### config.mk
export PLATFORM = sky130hd
export DESIGN_NAME = pipe_stall_ctrl_flat
export DESIGN_NICKNAME = d
export VERILOG_FILES = /design/src/rtl/pipe_stall_ctrl_if.sv /design/src/rtl/pipe_stall_ctrl.sv /design/src/flat_wrapper.sv
export SDC_FILE = /design/constraint.sdc
export NUM_CORES = 1
export LEC_CHECK = 0
export CELL_PAD_IN_SITES_DETAIL_PLACEMENT = 1
export CELL_PAD_IN_SITES_GLOBAL_PLACEMENT = 1
export CORE_ASPECT_RATIO = 1.25
export CORE_MARGIN = 10
export CORE_UTILIZATION = 45
export CTS_CLUSTER_DIAMETER = 80
export CTS_CLUSTER_SIZE = 20
export DETAILED_ROUTE_END_ITERATION = 7
export DONT_BUFFER_PORTS = 1
export GPL_ROUTABILITY_DRIVEN = 1
export GPL_TIMING_DRIVEN = 0
export PLACE_DENSITY = 0.85
export SLEW_MARGIN = 10
export SYNTH_ARGS = -nofsm -noshare
export SYNTH_HDL_FRONTEND = slang
export SYNTH_SLANG_ARGS = --single-unit
### constraint.sdc
create_clock -name clk -period 2.95 [get_ports clk]
set_clock_uncertainty 0.1 [all_clocks]
set_input_delay 0.1475 -clock clk [delete_from_list [all_inputs] [get_ports clk]]
set_output_delay 0.1475 -clock clk [all_outputs]
set_load 0.01 [all_outputs]
### src/rtl/pipe_stall_ctrl_if.sv
// Pipeline stall interface between the CPU stages and the stall controller.
//
// Signals:
//   stallreq_id      ID load-use hazard request
//   stallreq_ex      EX multi-cycle operation not done
//   inst_sram_rdata  instruction SRAM read data (one-cycle latency)
//   br_e             raw branch-taken from ID
//   stall            stall bus, [0] PC .. [5] WB, 1 = stop
//   id_inst          instruction ID must decode
//   br_e_o           gated branch-taken sent to IF
//   hold             hold buffer is driving id_inst
//
// master: the CPU side (drives requests, consumes stall/id_inst/br_e_o)
// slave:  the stall controller
interface pipe_stall_ctrl_if;
  logic        stallreq_id;
  logic        stallreq_ex;
  logic [31:0] inst_sram_rdata;
  logic        br_e;
  logic [5:0]  stall;
  logic [31:0] id_inst;
  logic        br_e_o;
  logic        hold;

  modport master (
    output stallreq_id, stallreq_ex, inst_sram_rdata, br_e,
    input  stall, id_inst, br_e_o, hold
  );

  modport slave (
    input  stallreq_id, stallreq_ex, inst_sram_rdata, br_e,
    output stall, id_inst, br_e_o, hold
  );
endinterface

### src/rtl/pipe_stall_ctrl.sv
// Pipeline stall controller for the five-stage CPU.
// Merges the ID load-use and EX busy requests into the per-stage stall bus,
// holds the ID instruction while PC/IF are frozen against the synchronous
// instruction SRAM, gates ID branch redirects during stalls, and keeps a
// saturating stall counter plus a sticky EX-stall watchdog.
//
// Ports:
//   clk            system clock, rising edge
//   resetn         asynchronous active-low reset
//   pif            stall interface (slave side), see pipe_stall_ctrl_if
//   stall_cnt      saturating count of cycles with stall[2] = 1
//   stall_timeout  sticky flag, EX stalled EX_STALL_MAX consecutive cycles
//
// Hold-buffer FSM:
//   state | meaning
//   RUN   | id_inst comes straight from the SRAM read data
//   HOLD  | id_inst comes from inst_buf, captured in the first stalled cycle
module pipe_stall_ctrl #(
  parameter int CNT_W        = 16,
  parameter int EX_STALL_MAX = 64
) (
  input  logic             clk,
  input  logic             resetn,
  pipe_stall_ctrl_if.slave pif,
  output logic [CNT_W-1:0] stall_cnt,
  output logic             stall_timeout
);

  localparam logic [0:0] RUN  = 1'b0;
  localparam logic [0:0] HOLD = 1'b1;

  localparam int         EXW    = $clog2(EX_STALL_MAX + 1);
  localparam logic [EXW-1:0] EX_MAX = EXW'(EX_STALL_MAX);

  logic [0:0]     state;
  logic [31:0]    inst_buf;
  logic [5:0]     stall_w;
  logic           stall_id;
  logic [EXW-1:0] ex_run;
  logic [EXW-1:0] ex_run_nxt;

  // Stall encoding; EX busy wins and additionally freezes EX itself.
  always_comb begin
    stall_w = 6'b000000;
    if (resetn) begin
      if (pif.stallreq_ex)
        stall_w = 6'b001111;
      else if (pif.stallreq_id)
        stall_w = 6'b000111;
    end
  end

  assign stall_id    = stall_w[2];
  assign pif.stall   = stall_w;
  assign pif.hold    = (state == HOLD);
  assign pif.id_inst = (state == HOLD) ? inst_buf : pif.inst_sram_rdata;
  // A branch still waiting on its operands must not redirect PC.
  assign pif.br_e_o  = pif.br_e & ~stall_id;

  always_comb begin
    ex_run_nxt = '0;
    if (pif.stallreq_ex)
      ex_run_nxt = (ex_run == EX_MAX) ? ex_run : ex_run + 1'b1;
  end

  always_ff @(posedge clk or negedge resetn) begin
    if (!resetn) begin
      state    <= RUN;
      inst_buf <= '0;
    end else begin
      case (state)
        RUN: begin
          // Only the first stalled cycle's instruction is captured; a stall
          // that changes source while held does not recapture.
          if (stall_id) begin
            inst_buf <= pif.inst_sram_rdata;
            state    <= HOLD;
          end
        end
        HOLD: begin
          if (!stall_id)
            state <= RUN;
        end
        default: state <= RUN;
      endcase
    end
  end

  always_ff @(posedge clk or negedge resetn) begin
    if (!resetn) begin
      stall_cnt <= '0;
    end else if (stall_id && (stall_cnt != {CNT_W{1'b1}})) begin
      stall_cnt <= stall_cnt + 1'b1;
    end
  end

  // Timeout is set at the same edge where ex_run reaches the limit.
  always_ff @(posedge clk or negedge resetn) begin
    if (!resetn) begin
      ex_run        <= '0;
      stall_timeout <= 1'b0;
    end else begin
      ex_run <= ex_run_nxt;
      if (ex_run_nxt == EX_MAX)
        stall_timeout <= 1'b1;
    end
  end

endmodule
### src/flat_wrapper.sv
// flat-port wrapper written by rule: the top's interface ports become plain ports
module pipe_stall_ctrl_flat 
#(
  parameter int CNT_W        = 16,
  parameter int EX_STALL_MAX = 64
)
  (clk, resetn, stall_cnt, stall_timeout, pif_stallreq_id, pif_stallreq_ex, pif_inst_sram_rdata, pif_br_e, pif_stall, pif_id_inst, pif_br_e_o, pif_hold);
  pipe_stall_ctrl_if pif_i ();
  input  logic clk;
  input  logic resetn;
  output logic [CNT_W-1:0] stall_cnt;
  output logic stall_timeout;
  input wire logic [$bits(pif_i.stallreq_id)-1:0] pif_stallreq_id;
  input wire logic [$bits(pif_i.stallreq_ex)-1:0] pif_stallreq_ex;
  input wire logic [$bits(pif_i.inst_sram_rdata)-1:0] pif_inst_sram_rdata;
  input wire logic [$bits(pif_i.br_e)-1:0] pif_br_e;
  output wire logic [$bits(pif_i.stall)-1:0] pif_stall;
  output wire logic [$bits(pif_i.id_inst)-1:0] pif_id_inst;
  output wire logic [$bits(pif_i.br_e_o)-1:0] pif_br_e_o;
  output wire logic [$bits(pif_i.hold)-1:0] pif_hold;
  assign pif_i.stallreq_id = pif_stallreq_id;
  assign pif_i.stallreq_ex = pif_stallreq_ex;
  assign pif_i.inst_sram_rdata = pif_inst_sram_rdata;
  assign pif_i.br_e = pif_br_e;
  assign pif_stall = pif_i.stall;
  assign pif_id_inst = pif_i.id_inst;
  assign pif_br_e_o = pif_i.br_e_o;
  assign pif_hold = pif_i.hold;
  pipe_stall_ctrl #(.CNT_W(CNT_W), .EX_STALL_MAX(EX_STALL_MAX)) u_core (.clk(clk), .resetn(resetn), .pif(pif_i), .stall_cnt(stall_cnt), .stall_timeout(stall_timeout));
endmodule
==> out/metrics.csv <==
metric;value;unit
layout_commonest_cell;mux2_2;
insertedDiodeCount;0;
syn_to_final_growth;22.41;%
dieArea;10100;um^2
rsz0062_at_grt;no;
synth_area;2909;um^2
reg2reg_depth;6;
slew_headroom;58.61;%
via_per_inst;5.532;
finalSetupViolCount;0;
cts_resized;0;
vias;2058;
drtIter0Drc;109;
clk_latency;0.32;ns
boundaryPins;94;
drive_gt1_share;33.80;%
synth-edff-count;0;
avgSynthCellArea;12.38;um^2
drv_slew;0;
cts.sinks;57;
fin_crit;2.279;ns
final_nets;322;
die_w;91.92;um
final_cell_mix;mux2_2, dfrtp_1, dlygate4sd3_1;
setup_tns;0;ns
synth_flop_cell;dfrtp_1;
max_cap_viol_count;0;
yosysWarnings;0;
synthCells;235;
drc;0;
place.gp.congestion;0.8006;
crit_arrival;2.03;ns
start_kind;flip-flop;
fillers;648;
clkTransAtPathRegs;0.06;ns
grt_pass1_vias;2262;
root_buffer;clkbuf_8;
hpwl;5135;um
wl;8390;um
ys_seq_elements;57;
hold_viol_final;0;
status;finished, final reports clean;
core_area;6246;um^2
finalCritPeriodShare;77.27;%
max_freq;438.7;MHz
io_buffers;0;
setup_ws;0.6705;ns
cts_tree;done;
drtPass1Iterations;4;
critPathMaxFanout;10;
end_kind;output port;
path_class;flip-flop to output port;
p_per_area;592.0;nW/um^2
place_ws;0.9772;ns
crit_required;2.70;ns
holdPathStages;3;
ant_nets;0;
grt-ovfl-total;0;
clock_path_buffers;2;
antenna_found_initial;0;
grt_max_degree;58;
cts-buffers-inserted;9;
total_power;2108;uW
initial_core_util;46.57;%
post_drt_wl_per_cell;22.55;um
ir_drop;489.8;uV
cts_htree_levels;3;
async_reset_ff_share;100.0;%
synth_cell_types;38;
p_leak;0.001541;uW
rows;32;
grt_use_total;16.66;%
grt_pass1_wl;13280;um
tightestPinTransition;0.6208;ns
ys_seq_area_share;49.03;%
hp-class;input pin to flip-flop;
fp.dieH;109.9;um
-- worst paths after layout --
check | slack (ns) | startpoint | end
min | 0.14 | resetn | u_core.stall_cnt[0]
min reg2reg | 0.41 | u_core.inst_buf[26] | u_core.inst_buf[26]
min in group asynchronous | 0.34 | resetn | u_core.inst_buf[24]
max reg2reg | 0.97 | u_core.stall_cnt[0] | u_core.stall_cnt[1]
max in group asynchronous | 2.17 | resetn | u_core.inst_buf[4]
max | 0.67 | u_core.pif.hold | pif_id_inst[30]
-- Yosys cell counts, types with 2 or more instances --
library cell  instances  share of area (%)
mux2_2               65                 25
a21oi_1               9                1.5
inv_1                 4               0.52
buf_4                 5                1.3
nor3_1                4               0.69
clkbuf_1              4               0.52
and4_1                2               0.60
and3_1                3               0.65
xnor2_1               8                2.4
o21ai_0               2               0.34
nand4_1               8                1.7
or3_1                 2               0.43
buf_2                 4               0.69
xor2_1               11                3.3
nor2_1                4               0.52
dfrtp_1              57                 49
ha_1                  3                1.3
nand3_1               6                1.0
nand2_1              10                1.3
and2_1                6                1.3
-- per-layer routing --
layer	routed length [um]	vias up	track usage (%)	share of wire [%]
met3	696	6	7.503	8.3
met2	3983	75	25.91	47
li1	-	932	-	-
met5	0	-	0	0
met1	3651	1045	20.92	44
met4	59	0	3.642	0.70
-- worst max-delay path, stage by stage, from the launching register on --
cell and delay, ns:
dfrtp_1 0.44, clkbuf_1 0.29, clkbuf_1 0.53, mux2_2 0.46
-- registers in the layout, indices dropped and copies added (netlist names) --
name,flops
u_core.pif.hold,1
u_core.ex_run,7
u_core.stall_cnt,16
u_core.inst_buf,32
u_core.stall_timeout,1
-- through the flow --
stage	instance area [um^2]	hold slack (ns)	std cells	util (%)
after floorplan	2913	-0.2481	236	-
after global routing	3561	0.1404	372	57.01
after CTS	3561	0.09848	372	57.01
final	3561	0.1388	372	57.01
after detailed placement	3019	-0.2461	321	48.34
after global placement	3019	-0.2460	321	48.34
-- cell families (layout without fill, tap and decap cells) --
| family | count (synthesis) | after routing | synth area share [%] |
|---|---|---|---|
| multiplexers | 65 | 65 | 25.16 |
| flip-flops | 57 | 57 | 49.03 |
| AND/OR/NAND/NOR | 55 | 55 | 11.44 |
| XOR/XNOR | 19 | 19 | 5.720 |
| AO/OA/AOI/OAI | 18 | 18 | 4.215 |
| buffers and inverters | 17 | 68 | 3.011 |
| adder cells (fa/ha/maj) | 3 | 3 | 1.290 |
| other | 1 | 2 | 0.1289 |
-- report_power, final --
part	switching (uW)	internal (uW)
sequential	139	909
clock	301	347
combinational	200	212
total	640	1470
-- repair_timing --
item                                   4_1_cts  5_1_grt
hold buffers                                35        0
endpoints found under the hold margin       97        0
buffers inserted                             0        0
-- layout make-up --
| class | instances | area, um^2 | area share (%) |
|---|---|---|---|
| repair buffers | 35 | 367.9 | 10.33 |
| multi-input cells | 162 | 1399 | 39.28 |
| clock inverters | 3 | 15.01 | 0.4216 |
| inverters | 4 | 15.01 | 0.4216 |
| well taps | 85 | 106.4 | 2.987 |
| clock buffers | 13 | 158.9 | 4.462 |
| plain buffers | 13 | 72.57 | 2.038 |
| flip-flops and latches | 57 | 1426 | 40.06 |
Power figures use the tool's default switching activity.
